## config.mk

```make
export PLATFORM = sky130hd
export DESIGN_NAME = instr_fetch_seq
export DESIGN_NICKNAME = d
export VERILOG_FILES = /design/src/rtl/instr_fetch_seq_pkg.sv /design/src/rtl/instr_fetch_seq_pc_reg.sv /design/src/rtl/instr_fetch_seq.sv
export SDC_FILE = /design/constraint.sdc
export NUM_CORES = 1
export LEC_CHECK = 0
export BUFFER_PORTS_ARGS = -buffer_cell sky130_fd_sc_hd__buf_2
export CORE_MARGIN = 4
export CORE_UTILIZATION = 45
export CTS_BUF_LIST = sky130_fd_sc_hd__clkbuf_8
export DETAILED_ROUTE_END_ITERATION = 8
export PLACE_DENSITY_LB_ADDON = 0.3
export SETUP_SLACK_MARGIN = 0.15
export SKIP_CTS_REPAIR_TIMING = 1
export SYNTH_ARGS = -nofsm -noshare
export SYNTH_HDL_FRONTEND = slang
export SYNTH_SLANG_ARGS = --single-unit
```

## constraint.sdc

```tcl
create_clock -name clk -period 2.5 [get_ports clk]
set_input_delay 0.5 -clock clk [delete_from_list [all_inputs] [get_ports clk]]
set_output_delay 0.5 -clock clk [all_outputs]
set_load 0.05 [all_outputs]
```

## src/rtl/instr_fetch_seq_pkg.sv

```systemverilog
`default_nettype none
// ============================================================================
// Module : instr_fetch_seq_pkg
// Brief  : Shared types and constants for the instruction fetch sequencer:
//          instruction width, opcode field position, default halt opcode
//          and the sequencer state encoding.
// Rev    : 1.0  initial release
// ============================================================================
package instr_fetch_seq_pkg;

  localparam int INSTR_W = 16;

  // Opcode field inside an instruction word
  localparam int OPC_HI = 15;
  localparam int OPC_LO = 13;
  localparam int OPC_W  = OPC_HI - OPC_LO + 1;

  localparam logic [OPC_W-1:0] HALT_OPCODE_DEF = 3'b111;

  typedef enum logic [2:0] {
    ST_IDLE     = 3'd0,
    ST_FETCH    = 3'd1,
    ST_WAIT_MEM = 3'd2,
    ST_LOAD_IR  = 3'd3,
    ST_START    = 3'd4,
    ST_EXEC     = 3'd5,
    ST_HALTED   = 3'd6
  } state_t;

  function automatic logic [OPC_W-1:0] opcode_of(input logic [INSTR_W-1:0] word);
    return word[OPC_HI:OPC_LO];
  endfunction

endpackage
`default_nettype wire

```

## src/rtl/instr_fetch_seq_pc_reg.sv

```systemverilog
`default_nettype none
// ============================================================================
// Module : fetch_pc_reg
// Brief  : Program counter register. Synchronous reset to RESET_PC, advances
//          by one when inc is high, wrapping modulo 2^PC_W.
// Ports  : clk   - system clock
//          reset - synchronous active-high reset
//          inc   - increment enable
//          pc    - current program counter
// Rev    : 1.0  initial release
// ============================================================================
module fetch_pc_reg #(
  parameter int          PC_W     = 8,
  parameter int unsigned RESET_PC = 0
) (
  input  logic            clk,
  input  logic            reset,
  input  logic            inc,
  output logic [PC_W-1:0] pc
);

  localparam logic [PC_W-1:0] PC_INIT = PC_W'(RESET_PC);
  localparam logic [PC_W-1:0] PC_ONE  = PC_W'(1);

  // Natural PC_W-bit overflow provides the wrap from all-ones back to zero.
  always_ff @(posedge clk) begin
    if (reset) begin
      pc <= PC_INIT;
    end else if (inc) begin
      pc <= pc + PC_ONE;
    end
  end

endmodule
`default_nettype wire

```

## src/rtl/instr_fetch_seq.sv

```systemverilog
`default_nettype none
// ============================================================================
// Module : instr_fetch_seq
// Brief  : Fetch sequencer that runs the lab CPU from instruction memory.
//          Reads the word at pc, loads it into the CPU instruction register,
//          pulses the CPU start request, waits for the controller to return
//          to its waiting state, then advances pc. A word carrying
//          HALT_OPCODE stops fetching until reset.
// Ports  : clk, reset          - clock, synchronous active-high reset
//          run                 - fetch enable
//          mem_addr/mem_read   - instruction memory address and read strobe
//          mem_rdata           - memory data, valid one cycle after address
//          ir_data/ir_load     - instruction word and load pulse to cpu
//          cpu_s/cpu_w         - cpu start request / cpu waiting flag
//          pc, instr_count     - program counter, completed instructions
//          halted              - halt opcode has been fetched
// Rev    : 1.0  initial release
// ============================================================================
module instr_fetch_seq
  import instr_fetch_seq_pkg::*;
#(
  parameter int               PC_W        = 8,
  parameter int unsigned      RESET_PC    = 0,
  parameter logic [OPC_W-1:0] HALT_OPCODE = HALT_OPCODE_DEF
) (
  input  logic               clk,
  input  logic               reset,
  input  logic               run,
  output logic [PC_W-1:0]    mem_addr,
  output logic               mem_read,
  input  logic [INSTR_W-1:0] mem_rdata,
  output logic [INSTR_W-1:0] ir_data,
  output logic               ir_load,
  output logic               cpu_s,
  input  logic               cpu_w,
  output logic [PC_W-1:0]    pc,
  output logic [15:0]        instr_count,
  output logic               halted
);

  state_t state;
  state_t state_nxt;
  logic   pc_inc;

  fetch_pc_reg #(
    .PC_W     (PC_W),
    .RESET_PC (RESET_PC)
  ) u_pc_reg (
    .clk   (clk),
    .reset (reset),
    .inc   (pc_inc),
    .pc    (pc)
  );

  assign mem_addr = pc;

  always_ff @(posedge clk) begin
    if (reset) begin
      state <= ST_IDLE;
    end else begin
      state <= state_nxt;
    end
  end

  // Strobes are pure decodes of the state register, so no output has a
  // combinational path from mem_rdata or the cpu handshake inputs.
  always_comb begin
    state_nxt = state;
    mem_read  = 1'b0;
    ir_load   = 1'b0;
    cpu_s     = 1'b0;
    halted    = 1'b0;
    pc_inc    = 1'b0;
    case (state)
      ST_IDLE: begin
        if (run && cpu_w) begin
          state_nxt = ST_FETCH;
        end
      end
      ST_FETCH: begin
        mem_read  = 1'b1;
        state_nxt = ST_WAIT_MEM;
      end
      ST_WAIT_MEM: begin
        // Read strobe held so the synchronous RAM keeps presenting the word.
        mem_read = 1'b1;
        if (opcode_of(mem_rdata) == HALT_OPCODE) begin
          state_nxt = ST_HALTED;
        end else begin
          state_nxt = ST_LOAD_IR;
        end
      end
      ST_LOAD_IR: begin
        ir_load   = 1'b1;
        state_nxt = ST_START;
      end
      ST_START: begin
        // Hold the request until the controller acknowledges by leaving wait.
        cpu_s = 1'b1;
        if (!cpu_w) begin
          state_nxt = ST_EXEC;
        end
      end
      ST_EXEC: begin
        if (cpu_w) begin
          pc_inc    = 1'b1;
          state_nxt = run ? ST_FETCH : ST_IDLE;
        end
      end
      ST_HALTED: begin
        halted = 1'b1;
      end
      default: begin
        state_nxt = ST_IDLE;
      end
    endcase
  end

  // The halt word is captured here too, but never loaded into the cpu.
  always_ff @(posedge clk) begin
    if (reset) begin
      ir_data <= '0;
    end else if (state == ST_WAIT_MEM) begin
      ir_data <= mem_rdata;
    end
  end

  always_ff @(posedge clk) begin
    if (reset) begin
      instr_count <= 16'd0;
    end else if (pc_inc && (instr_count != 16'hFFFF)) begin
      instr_count <= instr_count + 16'd1;
    end
  end

endmodule
`default_nettype wire

```

==> run_results.csv <==
group,metric,value,unit
route,vias,1966,
cts,cts-root-buf,"clkbuf_8",
setup_path,slowest_stage,"or4_1",
timing,grt_setup_unrepaired,"no",
setup_path,cp-start-kind,"register",
yosys,synth_common_cells,"nand2_1, dfxtp_1, a21oi_1, nor2_1, nand4_1",
final_layout,antenna_cells,0,
place,io_buffers,71,
timing,setup_slack,0.418,ns
final_layout,final_nets,330,
yosys,synth.most_common_cell,"nand2_1",
route,viasPerCell,5.48,
yosys,synth_seq_area_share,43.0,%
final_layout,fill_cells,397,
yosys,synthCells,249,
setup_path,crit_path_max_fanout,7,
setup_path,cpPeakStageDelay,0.54,ns
route,detail-route-antenna-nets,0,
yosys,avgSynthCellArea,8.03,um2
timing,worstMarginPinSlew,0.955,ns
floorplan,io_pins,72,
yosys,ys_seq_elements,43,
timing,setup_violations,0,
floorplan,rows,23,
place,dpl.hpwl,3330,um
place,place_congestion,0.880,
yosys,ys_async_sr_fraction,0,%
yosys,synth_top_cell_by_area,"dfxtp_1",
timing,timing.final.crit_share,83.3,%
global_routing,grt_usage,17.8,%
route,dr.pass1.iters,4,
setup_path,end_kind,"register",
timing,report.final.slew_viol_count,0,
global_routing,grt_pass1_vias,1724,
timing,setup_tns,0,ns
floorplan,die_w,74.7,um
run_status,status,"completed",
cts,ctsHtreeMaxLevel,2,
yosys,synth.top_cell.area_share,43.0,%
min_path,hold_class,"in -> reg",
global_routing,grt_pass1_wl,7800,um
floorplan,die_h,74.7,um
pwr,p_per_area,613,mW/mm2
timing,relSlewSlack,36.1,%
yosys,synth_edf_count,0,
setup_path,crit_chain,"ha_1 > nand4_1 > or4_1 > or3_1 > a21oi_1",
cts,clk_pin_slew,0.08,ns
timing,fin_crit,2.08,ns
timing,final.setup_skew,0.00773,ns
setup_path,cp.required,2.73,ns
timing,fmax,480,MHz
cts,cts_made_buffers,5,
final_layout,final_core_util,58.4,%
final_layout,drive_above_1_share,28.5,%
setup_path,cp.arrival,2.31,ns
yosys,synth_flop_cell,"dfxtp_1",
global_routing,antenna_found_initial,0,
floorplan,core_region_area,0.00414,mm2
cts,clock_latency,0.30,ns
route,wl_per_cell,13.2,um
cts,cts_tree,"done",
cts,cts.sinks,43,
yosys,synth.net_count,271,
yosys,yosysWarnings,0,
yosys,syn_area,0.00200,mm2
timing,finalHoldViolCount,0,
yosys,ys_top_cells_by_area,"dfxtp_1, a21oi_1, nand2_1",
route,routed_wl,4740,um
floorplan,die_area,0.00558,mm2
route,drc_errors,0,
pwr,irDropWorstVdd,253,uV
place,dpl_worst_slack,0.423,ns
yosys,synth_cell_types,34,
global_routing,grt_max_degree,29,
route,drt-initial-drc-count,105,
floorplan,start_util,48.3,%
pwr,p_leak,0.00107,uW
setup_path,crit_type,"reg -> reg",
cts,clk_path_buf_depth,2,
final_layout,syn_to_final_growth,20.9,%
global_routing,overflow,0,
job,cap_violations,0,
## layer usage
| metal | share of wire, % | GRT usage (%) |
|---|---|---|
| met2 | 48 | 28.9 |
| met1 | 43 | 22.6 |
| met3 | 8.5 | 5.34 |
| met5 | 0 | 0 |
| met4 | 1.2 | 5.93 |
## registers in the layout (all words and copies together), names as in the netlist
signal / count
u_pc_reg.pc: 8
state: 3
instr_count: 16
ir_data: 16
## power by group
part	switching, uW	internal (uW)
clock	234	251
sequential	30.2	713
combinational	186	67.5
total	450	1030
## area by class of cell
class                   instances  area [um2]  area share, %
clock buffers                   7        96.3           3.98
multi-input cells             179         995           41.1
flip-flops and latches         43         861           35.6
repair buffers                 74         378           15.6
well taps                      50        62.6           2.59
inverters                       5        18.8          0.776
clock inverters                 1        7.51          0.310
## kinds of logic (layout without fill, tap and decap cells)
| group | Yosys count | in the layout | synth area share, % |
|---|---|---|---|
| and+or+nand+nor | 116 | 116 | 30.0 |
| buffers and inverters | 27 | 87 | 7.25 |
| adders and majority gates | 2 | 2 | 1.25 |
| AOI/OAI and AO/OA | 52 | 52 | 14.1 |
| DFF | 43 | 43 | 43.0 |
| muxes | 3 | 3 | 1.69 |
| xor gates and xnor gates | 6 | 6 | 2.63 |
## path summary, 6_finish.rpt
path	end	cells after the start	slack, ns	startpoint
worst max-delay path	instr_count[14]$_SDFFE_PP0P_	5	0.42	instr_count[0]$_SDFFE_PP0P_
worst max register to register	instr_count[14]$_SDFFE_PP0P_	5	0.42	instr_count[0]$_SDFFE_PP0P_
worst min-delay path	ir_data[9]$_SDFFE_PP0P_	3	0.43	mem_rdata[9]
worst min register to register	ir_data[7]$_SDFFE_PP0P_	2	0.45	ir_data[7]$_SDFFE_PP0P_
## critical path: cells and delay by family (launching register included)
kind	cells	cell delay, ns
simple gates	3	1.14
compound gates	1	0.14
fa+ha+maj	1	0.30
flops	1	0.45
## placed cells by master, fill, tap and decap left out, types with 2 or more instances in the layout
cell type  count
o21ai_0        9
nor2_1        14
mux2_2         3
clkbuf_8       7
nor3_1         5
nand4_1       13
buf_4          3
o31ai_1        5
nand2b_1       2
xor2_1         5
or3_1          8
ha_1           2
nor2b_1        3
dfxtp_1       43
inv_1          5
nand3_1        7
or4_1          5
and3_1         6
a21oi_1       34
buf_2         71
nand3b_1       2
nand2_1       45
## through the flow
step | cells | hold WS [ns] | instance area [um2] | total power (uW)
floorplan | 249 | 0.609 | 2000 | 960
global placement | 351 | 0.439 | 2310 | 1010
detailed placement | 351 | 0.444 | 2310 | 1010
CTS | 359 | 0.428 | 2420 | 1500
global route | 359 | 0.432 | 2420 | 1550
finish | 359 | 0.433 | 2420 | 1480
Note: power is estimated with default switching activity, not from simulation.
